### src/rtl/setpoint_entry.sv
// rtl/setpoint_entry.sv - PS/2 keypad setpoint entry: two-digit decimal edit buffer committed to threshold A
module setpoint_entry #(
   parameter int N       = 5,
   parameter int MAX_VAL = 31,
   parameter int DEFAULT = 20
) (
   input  logic         clk,
   input  logic         reset,
   input  logic [7:0]   code,
   input  logic         code_valid,
   output logic [N-1:0] A,
   output logic         commit,
   output logic         err,
   output logic [6:0]   entry_val,
   output logic [1:0]   digit_cnt
);

   localparam logic [6:0]   MAX7 = 7'(MAX_VAL);
   localparam logic [N-1:0] DEF  = N'(DEFAULT);

   typedef enum logic [1:0] {EMPTY = 2'd0, ONE = 2'd1, TWO = 2'd2} state_t;

   state_t     state;
   logic       brk;
   logic       ext;
   logic       is_digit;
   logic [3:0] digit;
   logic       take_plain;
   logic       enter;
   logic [6:0] times10;
   logic [6:0] div10;

   assign digit_cnt = state;

   always_comb begin
      is_digit = 1'b1;
      digit    = 4'd0;
      case (code)
         8'h45: digit = 4'd0;
         8'h16: digit = 4'd1;
         8'h1E: digit = 4'd2;
         8'h26: digit = 4'd3;
         8'h25: digit = 4'd4;
         8'h2E: digit = 4'd5;
         8'h36: digit = 4'd6;
         8'h3D: digit = 4'd7;
         8'h3E: digit = 4'd8;
         8'h46: digit = 4'd9;
         default: is_digit = 1'b0;
      endcase
   end

   // A byte reaches the entry logic only when no release/extended prefix is pending.
   assign take_plain = code_valid && code != 8'hF0 && !brk && code != 8'hE0 && !ext;
   assign enter      = (take_plain && code == 8'h5A) ||
                       (code_valid && code == 8'h5A && !brk && ext);
   // Only used in ONE, where entry_val <= 9, so 7 bits cannot overflow.
   assign times10    = {entry_val[3:0], 3'b000} + {entry_val[5:0], 1'b0};
   assign div10      = entry_val / 7'd10;

   always_ff @(posedge clk) begin
      if (!reset) begin
         A         <= DEF;
         commit    <= 1'b0;
         err       <= 1'b0;
         entry_val <= 7'd0;
         state     <= EMPTY;
         brk       <= 1'b0;
         ext       <= 1'b0;
      end else begin
         commit <= 1'b0;
         err    <= 1'b0;
         if (code_valid) begin
            if (code == 8'hF0) begin
               brk <= 1'b1;
            end else if (brk) begin
               brk <= 1'b0;
               ext <= 1'b0;
            end else if (code == 8'hE0) begin
               ext <= 1'b1;
            end else if (ext) begin
               ext <= 1'b0;
            end
         end
         if (enter) begin
            if (state == EMPTY) begin
               err <= 1'b1;
            end else begin
               // Range check on the full 7-bit value before truncating to N bits.
               if (entry_val <= MAX7) begin
                  A      <= entry_val[N-1:0];
                  commit <= 1'b1;
               end else begin
                  err <= 1'b1;
               end
               entry_val <= 7'd0;
               state     <= EMPTY;
            end
         end else if (take_plain) begin
            if (is_digit) begin
               case (state)
                  EMPTY: begin
                     entry_val <= {3'b000, digit};
                     state     <= ONE;
                  end
                  ONE: begin
                     entry_val <= times10 + {3'b000, digit};
                     state     <= TWO;
                  end
                  default: err <= 1'b1;
               endcase
            end else if (code == 8'h66) begin
               case (state)
                  TWO: begin
                     entry_val <= div10;
                     state     <= ONE;
                  end
                  ONE: begin
                     entry_val <= 7'd0;
                     state     <= EMPTY;
                  end
                  default: ;
               endcase
            end else if (code == 8'h76) begin
               entry_val <= 7'd0;
               state     <= EMPTY;
            end
         end
      end
   end

endmodule

### config.mk
export PLATFORM = sky130hd
export DESIGN_NAME = setpoint_entry
export DESIGN_NICKNAME = d
export VERILOG_FILES = /design/src/rtl/setpoint_entry.sv
export SDC_FILE = /design/constraint.sdc
export NUM_CORES = 1
export LEC_CHECK = 0
export BUFFER_PORTS_ARGS = -buffer_cell sky130_fd_sc_hd__buf_4
export CORE_UTILIZATION = 50
export DETAILED_ROUTE_END_ITERATION = 8
export PLACE_DENSITY = 0.72
export SLEW_MARGIN = 20
export SYNTH_ARGS = -nofsm -noshare
export SYNTH_HDL_FRONTEND = slang
export SYNTH_SLANG_ARGS = --single-unit
### constraint.sdc
create_clock -name clk -period 3.3 [get_ports clk]
set_input_delay 0 -clock clk [delete_from_list [all_inputs] [get_ports clk]]
set_output_delay 0 -clock clk [all_outputs]
set_load 0.01 [all_outputs]
==> After elaboration in Yosys (flattened, before gate mapping) <==
Cells that the tools add are included.
{ "op_classes": {"add_sub_neg": 2, "div": 1, "n_lt_le_gt_ge": 1, "n_eq_ne": 22, "muxes": 28, "bitwise_logic": 4, "reduce_logical": 20} }
{ "ops": {"columns": ["op", "count"], "rows": [
  ["$eq 8x6->1 const B", 6],
  ["$mux 7", 6],
  ["$eq 8x7->1 const B", 5],
  ["$pmux 4 s9", 1],
  ["$pmux 7 s2", 2],
  ["$eq 8x5->1 const B", 2],
  ["$eq 8x8->1 const B", 2],
  ["$ne 8x8->1 const B", 2],
  ["$mux 2", 6],
  ["$mux 1", 11],
  ["$reduce_or 10->1", 1],
  ["$logic_and 1x1->1", 8],
  ["$pmux 2 s2", 2],
  ["$add 7x4->7", 1],
  ["$add 7x7->7", 1],
  ["$div 7x4->7 const B", 1],
  ["$le 7x5->1 const B", 1],
  ["$ne 5x3->1 const B", 1],
  ["$reduce_and 5->1", 1],
  ["$ne 4x1->1 const B", 1],
  ["$not 1->1", 4],
  ["$reduce_bool 4->1", 1],
  ["$reduce_and 3->1", 1],
  ["$reduce_or 3->1", 1],
  ["9 further kinds", 10]
]} }
{ "word_totals": {"reg_bits": 18, "in_bits": 11, "output_inout_bits": 16, "elab_cells": 85} }

==> Logic depth before layout (Yosys ltp) <==
{ "depth": {"ltp_word": 9, "mapped_depth": 14, "ltp_nobuf": 13} }

==> Worst setup path before layout <==
OpenSTA, ideal clock, no wires.
{ "synth_path": {"path_type": "input to register", "startpoint": "in code[3]", "endpoint": "reg entry_val[6]", "setup_ns": 0.115, "arrival_time_ns": 2.294, "required_time_ns": 3.185, "slack_ns": 0.891, "cell_stages": 12, "n_path_buf": 1, "cell_sequence": "buf_2 > or4b_1 > a21oi_2 > fa_1 > inv_1 > fa_1 > inv_1 > a21o_1 > a21oi_1 > xnor2_1 > o22ai_1 > and2_1"} }
{ "synth_via": {"elab_chain_len": 9, "word_cells_on_any_way": 39, "classes_between": "add/sub (1); eq/ne (18); mux (7); reduce/logical (13)"} }
{ "synth_lines": {"columns": ["element", "line_no", "text"], "rows": [
  ["start, declared", "9", "input logic [7:0] code,"],
  ["branches (longest 9 deep; another with $add 7x4->7)", null, null],
  ["end signal, assigned", "103", "entry_val <= {3'b000, digit};"],
  ["end signal, assigned", "107", "entry_val <= times10 + {3'b000, digit};"],
  ["end signal, assigned", "115", "entry_val <= div10;"],
  ["end, declared", "14", "output logic [6:0] entry_val,"]
]} }
Several ways; the timed one is not identified. The select of a mux whose other input is x is not followed.
A chain may end at the register's enable or synchronous reset.

==> Worst setup path in the final report <==
{ "layout_path": {"startpoint": "reg entry_val[5]", "endpoint": "reg entry_val[0]"} }
{ "layout_via": {"elab_chain_len": 6} }
{ "layout_lines": {"columns": ["element", "line_no", "text"], "rows": [
  ["$div 7x4->7", "59", "assign div10 = entry_val / 7'd10;"],
  ["$pmux 7 s2", "113", "case (state)"],
  ["$mux 7", "112", "end else if (code == 8'h66) begin"],
  ["$mux 7", "100", "if (is_digit) begin"],
  ["$mux 7", "99", "end else if (take_plain) begin"],
  ["$mux 7", "85", "if (enter) begin"]
]} }
Every way passes these cells. The select of a mux whose other input is x is not followed.

==> PnR_summary.wiki <==
{| class="wikitable"
! Metric !! Value
|-
| Share of the clock period used by the worst path after layout || 76.9%
|-
| # diodes || 0
|-
| Number of vias per cell after detailed routing || 5.83
|-
| Initial core utilization || 53.8%
|-
| Maximum achievable frequency || 0.394 GHz
|-
| Overall routing resource usage || 24.5%
|-
| DIE AREA || 3570 sq um
|-
| Cell types occupying the most area after synthesis || dfxtp_1 (22%), ha_1 (7.5%), mux2i_1 (5.4%), nand2b_1 (3.4%), nand2_1 (3.1%)
|-
| Antenna violations before repair || 0
|-
| Power share of the combinational group || 15.8%
|-
| Setup crit end kind || register
|-
| Layout cells sized above 1 || 17.5%
|-
| Number of different library cells in the post-synthesis netlist || 55
|-
| Share of Yosys cell area claimed by the top area cell type || 21.6%
|-
| Num ports || 27
|-
| Htree depth || 1
|-
| Total number of vias || 1,586
|-
| Switching part of the total || 25.2%
|-
| Net total in the final layout || 253
|-
| Pin count of the biggest net entering global routing || 20
|-
| Die X || 59.8 microns
|-
| Sequential element share of the synthesized area || 21.6%
|-
| Min cycle time layout || 2.54 ns
|-
| Inserted Clock Buffers || 3
|-
| Resize count post-CTS || 0
|-
| Total congestion overflow after global routing || 0
|-
| Type of the worst min-delay path || input port to register
|-
| Global-route wire length before repair || 6690 microns
|-
| Number of nets in the synthesized netlist || 231
|-
| Overall die height || 59.8 microns
|-
| Transition time of the tightest slew-check pin || 0.769 ns
|-
| Sequential group share of total power || 57.2%
|-
| Port Buffer Count || 26
|-
| Post-detailed-placement half-perimeter wirelength || 3110 microns
|-
| EDFF count, synth || 0
|-
| Floorplan core area || 3100 sq um
|-
| Row count || 20
|-
| Number of register bits inferred by synthesis || 18
|-
| Main synth FF type || dfxtp_1
|-
| Skew final || 0.00529 ns
|-
| Deepest clock path buffer count || 2
|-
| Clock transition at the registers of the reported paths || 0.09 ns
|-
| Antenna Nets Post-Route || 0
|-
| Buffer cell driving the clock tree root || clkbuf_4
|-
| Worst ir drop on vdd || 0.226 mV
|-
| Cell type with the highest aggregate area in the netlist || dfxtp_1
|-
| Critical path arrival || 2.72 ns
|-
| Final Hold Fails || 0
|-
| Number of warnings issued by yosys || 0
|-
| Synth Cell Area || 1670 sq um
|-
| Portion of total power attributed to the clock network || 27.0%
|-
| Nature of the critical path startpoint || register
|-
| Total Neg Setup Slack || 0 ns
|-
| FILL cells || 307
|-
| Most instantiated library cell after synthesis || dfxtp_1
|-
| Post-route total power || 0.000386 W
|-
| Worst-Skew Late Latency || 0.29 ns
|-
| Async set or reset register ratio after synthesis || 0%
|-
| Avg Synthesized Cell Area || 8.02 sq um
|-
| Pwr Density || 202 nW/um^2
|-
| Setup-failing EPs final || 0
|-
| Result of the run || completed
|-
| Instance count of the mapped netlist || 208
|-
| Post-CTS setup buffer count || 0
|-
| Number of DRC violations after detailed-routing iteration 0 || 109
|-
| Max-slew violation count || 0
|-
| Relative area change from synthesis to final layout || 14.4%
|-
| Net switching component of the power || 0.0000971 W
|-
| Weighted congestion reported at the end of routability-driven placement || 0.883
|-
| Critical path class || register to register
|-
| Mean routed wirelength per cell || 15.0 microns
|-
| Worst endpoint required time || 3.48 ns
|-
| Clock sink count || 18
|-
| Number of global-route vias before repair || 1,500
|-
| Leading cell types by count after synthesis || dfxtp_1 (18), nand2_1 (14), nor2_1 (11)
|-
| Count of TritonRoute iterations in the first routing pass || 4
|-
| Static leakage power || 0.797 nW
|-
| Setup repair after global routing missed its margin || no
|-
| Clock tree from TritonCTS || yes
|-
| Drt drc || 0
|-
| Total wire length || 4070 microns
|-
| Worst slew margin relative to its limit || 48.2%
|-
| P_int || 0.000289 W
|-
| Worst-path maximum fanout || 11
|-
| Maximum Capacitance Violations || 0
|}
## through the flow
stage               hold slack, ns  cells  utilization, %  worst slack, ns  instance area (sq um)
finish                      0.0668    272            61.5            0.762                   1910
global route                0.0851    272            61.5            0.630                   1910
CTS                         0.0577    272            61.5            0.810                   1910
detailed placement           0.269    267            60.2            0.614                   1870
global placement             0.265    267            60.2            0.787                   1870
floorplan                    0.128    208               -            0.891                   1670
## what timing repair did
| action | CTS | global route |
|---|---|---|
| endpoints found under the setup margin | 0 | 0 |
| hold buffers | 2 | 0 |
| endpoints found under the hold margin | 3 | 0 |
## registers in the layout (all words and copies together) (netlist names)
register	count
brk	1
A	5
err	1
digit_cnt	2
ext	1
entry_val	7
commit	1
## cells by family after synthesis
| family | share of synthesized area, % |
|---|---|
| DFF | 21.6 |
| xor gates and xnor gates | 5.25 |
| and+or+nand+nor | 30.9 |
| AOI/OAI and AO/OA | 21.2 |
| adders and majority gates | 10.5 |
| buffers and inverters | 5.17 |
| muxes | 5.40 |
## cell usage in the layout, fill, tap and decap left out, drive strengths merged, types with 3 or more instances in the layout
master   n
a21o     7
a21oi   11
a31oi    4
and2     9
and3     4
buf     26
clkbuf   3
dfxtp   18
ha      10
inv      9
mux2i    9
nand2   14
nand2b   9
nand3    5
nand3b   4
nor2    11
nor2b    7
nor3     5
o21ai   11
o22ai    6
or3      3
xnor2    6
xor2     4
## critical path, cell delays in order (launching register included)
cell and delay [ns]:
dfxtp_1 0.57, inv_1 0.19, ha_1 0.32, nor2_1 0.27, mux2i_1 0.22, o2111a_1 0.20
a21oi_1 0.07, maj3_1 0.39, nand4_1 0.10, a31oi_1 0.08
## area by class of cell
cell class	instances	area (sq um)	area share (%)
Tap cell	44	55.1	2.88
Multi-Input combinational cell	170	1220	64.0
Sequential cell	18	360	18.9
Timing Repair Buffer	28	215	11.3
Clock buffer	3	22.5	1.18
Inverter	9	33.8	1.77
## metal layers
metal / vias to the layer above / track usage [%] / routed length (microns) / part of all wire (%)
li1: 790 / - / - / -
met1: 748 / 28.7 / 1760 / 43
met2: 40 / 45.1 / 2080 / 51
met3: 8 / 4.11 / 153 / 3.8
met4: 0 / 7.31 / 76 / 1.9
met5: - / 0 / 0 / 0
## worst paths after layout
| kind | from | to | slack (ns) | cells after the start |
|---|---|---|---|---|
| setup / recovery | entry_val[5] | entry_val[0] | 0.76 | 9 |
| hold / removal | code[4] | brk | 0.07 | 3 |
| setup reg to reg | entry_val[5] | entry_val[0] | 0.76 | 9 |
| hold reg to reg | A[2] | A[2] | 0.49 | 2 |
## power groups by stage
stage | logic [W] | registers (W) | clock network (W)
2_1_floorplan | 0.0000378 | 0.000225 | 0
3_3_place_gp | 0.0000563 | 0.000225 | 0
3_5_place_dp | 0.0000585 | 0.000225 | 0
4_1_cts | 0.0000605 | 0.000220 | 0.000109
5_1_grt | 0.0000671 | 0.000221 | 0.000117
6_report | 0.0000611 | 0.000220 | 0.000104
Power figures use the tool's default switching activity.
